**src/rtl/persiana_pkg.sv**
```systemverilog
// Shared constants for the multi-level blind controller: FSM state encoding
// and default parameter values.
package persiana_pkg;

    localparam logic [1:0] ST_IDLE      = 2'd0;
    localparam logic [1:0] ST_MOVE_UP   = 2'd1;
    localparam logic [1:0] ST_MOVE_DOWN = 2'd2;
    localparam logic [1:0] ST_FAULT     = 2'd3;

    localparam int DEF_NUM_POS       = 4;
    localparam int DEF_PRESCALE      = 25000000;
    localparam int DEF_TIMEOUT_TICKS = 32;
    localparam int DEF_LIGHT_W       = 4;

    // Stall counter width covers the largest legal timeout (255).
    localparam int STALL_W = 8;

endpackage

```
**src/rtl/persiana_multinivel_tick_gen.sv**
```systemverilog
// Free-running prescaler producing a registered one-clock enable pulse,
// high during the clock in which the count equals PRESCALE-1.
module tick_gen
    import persiana_pkg::*;
#(
    parameter int PRESCALE = DEF_PRESCALE
) (
    input  logic clk,
    input  logic reset_n,
    output logic tick
);

    localparam int            CW   = (PRESCALE > 1) ? $clog2(PRESCALE) : 1;
    localparam logic [CW-1:0] LAST = CW'(PRESCALE - 1);

    logic [CW-1:0] cnt_q;
    logic [CW-1:0] cnt_d;
    logic          tick_q;

    // Next count with wrap at PRESCALE-1.
    always_comb begin
        if (cnt_q == LAST) begin
            cnt_d = '0;
        end else begin
            cnt_d = cnt_q + CW'(1);
        end
    end

    // Counter and pulse registers; tick is registered against the next count.
    always_ff @(posedge clk or negedge reset_n) begin
        if (!reset_n) begin
            cnt_q  <= '0;
            tick_q <= 1'b0;
        end else begin
            cnt_q  <= cnt_d;
            tick_q <= (cnt_d == LAST);
        end
    end

    assign tick = tick_q;

endmodule

```
**src/rtl/persiana_multinivel.sv**
```systemverilog
// Multi-level motorised blind controller: command register, position capture,
// stall supervision and the up/down motor FSM, all stepped by the prescaler tick.
module persiana_multinivel
    import persiana_pkg::*;
#(
    parameter int NUM_POS       = DEF_NUM_POS,
    parameter int PRESCALE      = DEF_PRESCALE,
    parameter int TIMEOUT_TICKS = DEF_TIMEOUT_TICKS,
    parameter int LIGHT_W       = DEF_LIGHT_W
) (
    input  logic                       clk,
    input  logic                       reset_n,
    input  logic                       cmd_valid,
    input  logic                       cmd_auto,
    input  logic [$clog2(NUM_POS)-1:0] cmd_pos,
    input  logic [LIGHT_W-1:0]         light,
    input  logic [NUM_POS-1:0]         pos_sensor,
    output logic                       subir,
    output logic                       bajar,
    output logic                       fault,
    output logic [$clog2(NUM_POS)-1:0] cur_pos,
    output logic                       auto_mode,
    output logic                       tick
);

    localparam int                    PW         = $clog2(NUM_POS);
    localparam int                    AW         = LIGHT_W + PW;
    localparam logic [PW:0]           NUM_POS_W  = (PW + 1)'(NUM_POS);
    localparam logic [AW-1:0]         NUM_POS_M  = AW'(NUM_POS);
    localparam logic [PW-1:0]         POS_MAX    = PW'(NUM_POS - 1);
    localparam logic [STALL_W-1:0]    TIMEOUT_W  = STALL_W'(TIMEOUT_TICKS);

    // Returns {exactly_one_bit_set, index_of_set_bit}.
    function automatic logic [PW:0] decode_sensor(input logic [NUM_POS-1:0] s);
        logic [PW-1:0] idx;
        logic [4:0]    cnt;
        idx = '0;
        cnt = 5'd0;
        for (int i = 0; i < NUM_POS; i++) begin
            if (s[i]) begin
                idx = PW'(i);
                cnt = cnt + 5'd1;
            end else begin
                idx = idx;
            end
        end
        return {(cnt == 5'd1), idx};
    endfunction

    logic [1:0]         state_q, state_d;
    logic [PW-1:0]      target_q, target_d;
    logic               auto_q, auto_d;
    logic [PW-1:0]      cur_pos_q, cur_pos_d;
    logic [STALL_W-1:0] stall_q, stall_d;
    logic [STALL_W-1:0] stall_inc;
    logic               subir_q, bajar_q, fault_q;
    logic               tick_s;
    logic [AW-1:0]      light_prod;
    logic [PW-1:0]      auto_tgt;
    logic [PW:0]        sensor_dec;
    logic               pos_change;

    tick_gen #(
        .PRESCALE(PRESCALE)
    ) u_tick_gen (
        .clk    (clk),
        .reset_n(reset_n),
        .tick   (tick_s)
    );

    // Bright light closes the blind, darkness opens it; the product cannot overflow AW bits.
    assign light_prod = {{PW{1'b0}}, light} * NUM_POS_M;
    assign auto_tgt   = POS_MAX - light_prod[LIGHT_W +: PW];
    assign sensor_dec = decode_sensor(pos_sensor);
    assign stall_inc  = stall_q + STALL_W'(1);

    // Command register: strobes act every clock; out-of-range manual targets are dropped.
    always_comb begin
        auto_d   = auto_q;
        target_d = target_q;
        if (cmd_valid && cmd_auto) begin
            auto_d   = 1'b1;
            target_d = auto_tgt;
        end else if (cmd_valid && ({1'b0, cmd_pos} < NUM_POS_W)) begin
            auto_d   = 1'b0;
            target_d = cmd_pos;
        end else if (auto_q) begin
            target_d = auto_tgt;
        end else begin
            target_d = target_q;
        end
    end

    // Position capture: only an unambiguous single sensor updates the position.
    always_comb begin
        cur_pos_d = cur_pos_q;
        if (tick_s && sensor_dec[PW]) begin
            cur_pos_d = sensor_dec[PW-1:0];
        end else begin
            cur_pos_d = cur_pos_q;
        end
    end

    assign pos_change = (cur_pos_d != cur_pos_q);

    // Motor FSM and stall counter, decided on the pre-edge target and position.
    always_comb begin
        state_d = state_q;
        stall_d = stall_q;
        if (tick_s) begin
            case (state_q)
                ST_IDLE: begin
                    if (target_q > cur_pos_q) begin
                        state_d = ST_MOVE_UP;
                        stall_d = '0;
                    end else if (target_q < cur_pos_q) begin
                        state_d = ST_MOVE_DOWN;
                        stall_d = '0;
                    end else begin
                        state_d = ST_IDLE;
                    end
                end
                ST_MOVE_UP: begin
                    if ((target_q <= cur_pos_q) || pos_sensor[NUM_POS-1]) begin
                        state_d = ST_IDLE;
                    end else if (pos_change) begin
                        stall_d = '0;
                    end else if (stall_inc >= TIMEOUT_W) begin
                        state_d = ST_FAULT;
                        stall_d = stall_inc;
                    end else begin
                        stall_d = stall_inc;
                    end
                end
                ST_MOVE_DOWN: begin
                    if ((target_q >= cur_pos_q) || pos_sensor[0]) begin
                        state_d = ST_IDLE;
                    end else if (pos_change) begin
                        stall_d = '0;
                    end else if (stall_inc >= TIMEOUT_W) begin
                        state_d = ST_FAULT;
                        stall_d = stall_inc;
                    end else begin
                        stall_d = stall_inc;
                    end
                end
                ST_FAULT: begin
                    state_d = ST_FAULT;
                end
                default: begin
                    state_d = ST_IDLE;
                    stall_d = '0;
                end
            endcase
        end else begin
            state_d = state_q;
        end
    end

    // State and registered outputs; motor drives follow the next state directly.
    always_ff @(posedge clk or negedge reset_n) begin
        if (!reset_n) begin
            state_q   <= ST_IDLE;
            target_q  <= '0;
            auto_q    <= 1'b0;
            cur_pos_q <= '0;
            stall_q   <= '0;
            subir_q   <= 1'b0;
            bajar_q   <= 1'b0;
            fault_q   <= 1'b0;
        end else begin
            state_q   <= state_d;
            target_q  <= target_d;
            auto_q    <= auto_d;
            cur_pos_q <= cur_pos_d;
            stall_q   <= stall_d;
            subir_q   <= (state_d == ST_MOVE_UP);
            bajar_q   <= (state_d == ST_MOVE_DOWN);
            fault_q   <= (state_d == ST_FAULT);
        end
    end

    assign subir     = subir_q;
    assign bajar     = bajar_q;
    assign fault     = fault_q;
    assign cur_pos   = cur_pos_q;
    assign auto_mode = auto_q;
    assign tick      = tick_s;

endmodule

```
**config.mk**
```make
export PLATFORM = sky130hd
export DESIGN_NAME = persiana_multinivel
export DESIGN_NICKNAME = d
export VERILOG_FILES = /design/src/rtl/persiana_pkg.sv /design/src/rtl/persiana_multinivel_tick_gen.sv /design/src/rtl/persiana_multinivel.sv
export SDC_FILE = /design/constraint.sdc
export NUM_CORES = 1
export LEC_CHECK = 0
export BUFFER_PORTS_ARGS = -buffer_cell sky130_fd_sc_hd__buf_2
export CORE_ASPECT_RATIO = 0.7
export CORE_MARGIN = 3
export CORE_UTILIZATION = 50
export CTS_CLUSTER_SIZE = 20
export DETAILED_ROUTE_END_ITERATION = 12
export GPL_TIMING_DRIVEN = 0
export PLACE_DENSITY = 0.68
export SYNTH_ARGS = -nofsm -noshare
export SYNTH_HDL_FRONTEND = slang
export SYNTH_HIERARCHICAL = 1
export SYNTH_SLANG_ARGS = --single-unit
```
**constraint.sdc**
```tcl
create_clock -name clk -period 2.1 [get_ports clk]
set_clock_uncertainty 0.1 [all_clocks]
set_input_delay 0.21 -clock clk [delete_from_list [all_inputs] [get_ports clk]]
set_output_delay 0.21 -clock clk [all_outputs]
set_load 0.05 [all_outputs]
```
Word level (Yosys, flattened, before mapping)
Index checks and enable logic that the tools add are counted.
- $add $sub $neg: 6
- magnitude comparators: 5
- equality and inequality tests: 13
- multiplexer cells: 28
- reductions and logical operators: 9
- operators by type and width (kind ; number):
    25-bit equality test (second input constant) ; 2
    8-bit 2-to-1 mux ; 5
    2-bit 2-to-1 mux ; 13
    25-bit by 1-bit adder with 25-bit output (second input constant) ; 1
    25-bit 2-to-1 mux ; 1
    8-bit one-hot mux with 3 select lines ; 1
    5-bit by 1-bit adder with 5-bit output (second input constant) ; 3
    5-bit 2-to-1 mux ; 3
    8-bit by 1-bit adder with 8-bit output (second input constant) ; 1
    2-bit equality test (second input constant) ; 4
    8-bit by 6-bit >= comparator with 1-bit output (second input constant) ; 1
    2-bit one-hot mux with 4 select lines ; 1
    3-bit nonzero test ; 2
    5-bit by 1-bit equality test with 1-bit output (second input constant) ; 1
    5-bit AND reduction ; 1
    2-bit by 1-bit equality test with 1-bit output (second input constant) ; 2
    1-bit 2-to-1 mux ; 4
    2-bit inequality test (second input constant) ; 2
    3-bit inequality test (second input constant) ; 1
    2-bit >= comparator ; 1
    2-bit greater-than comparator ; 1
    2-bit <= comparator ; 1
    1-bit logical AND ; 2
    2-bit logical NOT ; 1
    5 further kinds ; 6
- register bits after elaboration: 44
- input bits: 14
- logic and storage cells: 71

Depth between registers and ports, before layout
- depth after elaboration: 16
- depth in mapped cells: 12
- gate-level depth less buffers: 11

Cells and area by module
The synthesis kept the hierarchy.
- by module, submodules not included (module ; instances ; cells an instance ; area an instance (um2)):
    tick_gen ; 1 ; 141 ; 1448.9
    persiana_multinivel ; 1 ; 150 ; 1342.5

Least setup slack after synthesis
No wires, ideal clock.
- kind: reg-to-reg
- start: register cur_pos_q[1], in the netlist cur_pos[1]
- end: register stall_q[5]
- setup time: 64 ps
- arrival time: 2384 ps
- data required time: 1936 ps
- path slack: -448 ps
- cell stages (with the launch flop): 10
- path buffers: 0
- clock period less this slack: 2548 ps
- cells stage by stage: dfrtp_1 > inv_1 > ha_1 > nor2b_1 > o21ai_1 > or2_1 > a221oi_4 > nand3_1 > nor3b_1 > a21o_1
- longest elaborated chain between the ends: 5
- elaborated cells on any way between the ends: 17
- those cells by class: 4 x order compare; 4 x eq/ne; 6 x mux; 3 x reduce/logical
- ends and longest elaborated chain (item ; line ; source):
    from (decl) ; persiana_multinivel.sv:53 ; logic [PW-1:0] cur_pos_q, cur_pos_d;
    from (signal assigned) ; persiana_multinivel.sv:175 ; cur_pos_q <= cur_pos_d;
    2-bit 2-to-1 mux ; persiana_multinivel.sv:97 ; if (tick_s && sensor_dec[PW]) begin
    2-bit inequality test ; persiana_multinivel.sv:104 ; assign pos_change = (cur_pos_d != cur_pos_q);
    8-bit 2-to-1 mux ; persiana_multinivel.sv:138 ; end else if (pos_change) begin
    8-bit 2-to-1 mux (on tied branches) ; persiana_multinivel.sv:136, persiana_multinivel.sv:124 ;
    8-bit one-hot mux with 3 select lines ; persiana_multinivel.sv:111 ; case (state_q)
    to (signal assigned) ; persiana_multinivel.sv:176 ; stall_q <= stall_d;
    to (decl) ; persiana_multinivel.sv:54 ; logic [STALL_W-1:0] stall_q, stall_d;
Parallel ways exist; a longest one is shown, timed or not. The select of a mux whose other input is x is not followed.
A chain may end at the register's enable or synchronous reset.

Final worst setup path
- start: register target_q[1]
- end: register stall_q[3]
- longest elaborated chain between the ends: 4
- elaborated cells on any way between the ends: 12
- those cells by class: 4 x order compare; 3 x eq/ne; 2 x mux; 3 x reduce/logical
- ends and longest elaborated chain (item ; line ; source):
    from (decl) ; persiana_multinivel.sv:51 ; logic [PW-1:0] target_q, target_d;
    from (signal assigned) ; persiana_multinivel.sv:173 ; target_q <= target_d;
    2-bit >= comparator or 2-bit <= comparator (tied branches) ; persiana_multinivel.sv:136, persiana_multinivel.sv:124 ;
    1-bit logical OR (on tied branches) ; persiana_multinivel.sv:136, persiana_multinivel.sv:124 ;
    2-bit inequality test (no line) ; n/a ;
    5-bit AND reduction (no line) ; n/a ;
Parallel ways exist; a longest one is shown, timed or not.

==> flow_summary.json <==
{
  "status": "complete, but fails checks",
  "violations": "setup timing",
  "clock_sinks": 44,
  "syn_avg_cell_area_um2": 9.59,
  "final_cells": 399,
  "clk_latency_ps": 300,
  "die_w_um": 95.3,
  "fp.dieH_um": 68.5,
  "wl_per_cell_um": 15.5,
  "ctsRootBufferMaster": "clkbuf_8",
  "post_drt_via_cell_ratio": 5.71,
  "yosysSeqAreaShare_pct": 39.4,
  "grt_max_degree": 45,
  "crit-reg2reg-capture": "stall_q[3]",
  "hold_viol_final": 0,
  "synthesis.nets": 317,
  "grt_pass1_wl_mm": 10.3,
  "min_from": "cmd_valid",
  "ios": 21,
  "slowest_stage": "dfrtp_1",
  "dr.pass1.iters": 5,
  "synth_common_cells": "44 x dfrtp_1, 29 x nand2_1, 26 x nor2_1, 20 x o21ai_0, 17 x xor2_1",
  "final_area_um2": 3360,
  "ys.flop_type": "dfrtp_1",
  "timing.fmax_mhz": 456,
  "crit_type": "flip-flop to flip-flop",
  "final_util_pct": 63.3,
  "yosys.cell_types.count": 59,
  "cts_buffers": 5,
  "synth-edff-count": 0,
  "n_antenna_cell": 0,
  "fin_ws_ps": -90.6,
  "antenna_left": 0,
  "gp_congestion": 0.909,
  "yosys.area.top_type": "dfrtp_1",
  "cp.arrival_ps": 2320,
  "critical_path.max_stage_delay_ps": 410,
  "r2r_setup_slack_ps": -90,
  "synthToLayoutAreaGrowth_pct": 20.4,
  "finalCritPeriodShare_pct": 104,
  "antenna_found_initial": 0,
  "synth_area_um2": 2790,
  "min_period_ps": 2190,
  "yosys.area.top_type_share_pct": 39.4,
  "worst_slew_pin_slew_ps": 960,
  "synthTopCellsByArea": "dfrtp_1 39%, ha_1 5.4%, xor2_1 5.3%, nand2_1 3.9%, o21ai_0 3.6%",
  "slew_headroom_pct": 36.0,
  "clkTransAtPathRegs_ps": 90,
  "rows": 22,
  "portBuffers": 17,
  "coreArea_um2": 5310,
  "rsz0062_at_grt": "true",
  "multi_input_area_um2": 1740,
  "drv_cap": 0,
  "ys_async_sr_fraction_pct": 100,
  "r2r.worst_path.cells": 8,
  "ys_warn_count": 6,
  "cts_tree": "built",
  "overflow": 0,
  "final_layout_size_suffix_gt1_share_pct": 28.4,
  "syn_inst": 291,
  "dieArea_um2": 6530,
  "crit_path_max_fanout": 4,
  "drtIter0Drc": 140,
  "slew_violations": 0,
  "initial_utilization_pct": 52.5,
  "path_cells": "ha_4, nor2b_4, o21ai_4, or2_4, a221oi_4, buf_4, nand4_1, o21ai_1",
  "hp-class": "input pin to flip-flop",
  "crit_path_start_kind": "flip-flop",
  "r2r_start": "target_q[1]",
  "whs_endpoint": "target_q[1]",
  "p_per_area_nw_per_um2": 464,
  "fillers": 429,
  "dp_hpwl_mm": 4.18,
  "static-leakage-power_nw": 1.48,
  "yosys.cell_count.top_type": "dfrtp_1",
  "placed_cells": 380,
  "setup_viol": 10,
  "drt-total-wl_mm": 6.17,
  "crit_path_end_kind": "flip-flop",
  "cts_max_level": 2,
  "vias": 2280,
  "required_ps": 2230,
  "power_mw": 1.56,
  "whs_path_depth": 2,
  "ir_drop_mv": 0.264,
  "ys_ff_latch": 44,
  "final_nets": 352,
  "clock_path_buffers": 2,
  "regArea_um2": 1110,
  "grt.total_usage_pct": 20.9,
  "dpl-instance-area_um2": 3050,
  "drc": 0,
  "grt_pass1_vias": 2043
}
-- state kept, by name (all words and copies together), names as in the netlist --
| signal | cells |
|---|---|
| u_tick_gen/tick | 1 |
| subir | 1 |
| fault | 1 |
| bajar | 1 |
| stall_q | 8 |
| auto_mode | 1 |
| state_q | 2 |
| u_tick_gen/cnt_q | 25 |
| cur_pos | 2 |
| target_q | 2 |
-- worst max-delay path by stage --
stage / depth (start not counted) / to / from / slack, ps
6_report: 8 / stall_q[3] / target_q[1] / -90
3_3_place_gp: 12 / stall_q[4] / pos_sensor[1] / -500
4_1_cts: 12 / bajar / pos_sensor[0] / -30
5_1_grt: 9 / stall_q[3] / cur_pos[1] / -210
3_5_place_dp: 12 / stall_q[4] / pos_sensor[1] / -570
2_1_floorplan: 9 / stall_q[5] / cur_pos[1] / -160
-- where the power goes --
group,switching (mW),internal (mW)
Clock,0.296,0.232
Sequential,0.00573,0.853
Combinational,0.0951,0.0786
Total,0.397,1.16
-- per-stage QoR --
step / setup TNS, ps / hold WS, ps / setup WS [ps]
after floorplan: -947 / -186 / -159
after CTS: -57.8 / 13.6 / -31.9
final: -426 / 28.6 / -90.6
after detailed placement: -6920 / 328 / -567
after global placement: -6450 / 333 / -500
after global routing: -1620 / 10.9 / -205
-- layout make-up --
class	count	area share [%]
Buffer	6	1.30
Clock buffer	5	2.05
Clock inverter	3	0.558
Inverter	15	2.27
Multi-Input combinational cell	224	51.8
Sequential cell	44	32.9
Tap cell	72	2.68
Timing Repair Buffer	30	6.40
-- timing repair --
| action | in CTS | in global routing |
|---|---|---|
| hold endpoints to repair | 14 | 0 |
| endpoints found under the setup margin | 23 | 26 |
| hold buffers | 1 | 0 |
| gates resized for setup | 21 | 17 |
| pin swaps | 13 | 8 |
| buffers inserted | 10 | 3 |
-- cells by family after synthesis --
group           count (synthesis)  share of synthesized area (%)
simple gates                  127                           27.3
compound gates                 55                           14.5
flops                          44                           39.4
buf+inv                        23                           3.76
xor+xnor                       26                           8.16
fa+ha+maj                      12                           5.38
mux                             4                           1.48
-- layout by cell type (no fill, tap or decap), types with 3 or more instances in the layout --
cell      instances
inv_1            12
xor2_1           17
dfrtp_1          40
o21ai_1           7
nor2b_1           3
xnor2_1           9
nor2_1           25
nor3_1            3
buf_2            15
and3_1            6
o21ai_0          11
buf_4            12
nand4b_1          3
ha_4              4
ha_1              7
nand4_1          11
clkbuf_8          5
and4_1            5
dfrtp_2           4
nand2_2           3
a21oi_1           8
nand2b_1          3
nand2_1          26
mux2i_1           3
nand3_1          12
o21ai_2           3
nor4_4            3
-- worst max-delay path: cells and delay by family, from the launching register on --
| family | cells | cell delay [ps] |
|---|---|---|
| DFF | 1 | 410 |
| and+or+nand+nor | 3 | 530 |
| adders and majority gates | 1 | 290 |
| AOI/OAI and AO/OA | 3 | 590 |
| buffers and inverters | 1 | 190 |
-- per-layer routing --
metal	up-vias	part of all wire (%)	global-route usage, %
met1	1109	52	33.6
met2	50	42	27.9
met4	0	0.91	5.40
met5	-	0	0
li1	1115	-	-
met3	6	5.0	3.90
Note: power is estimated with default switching activity, not from simulation.
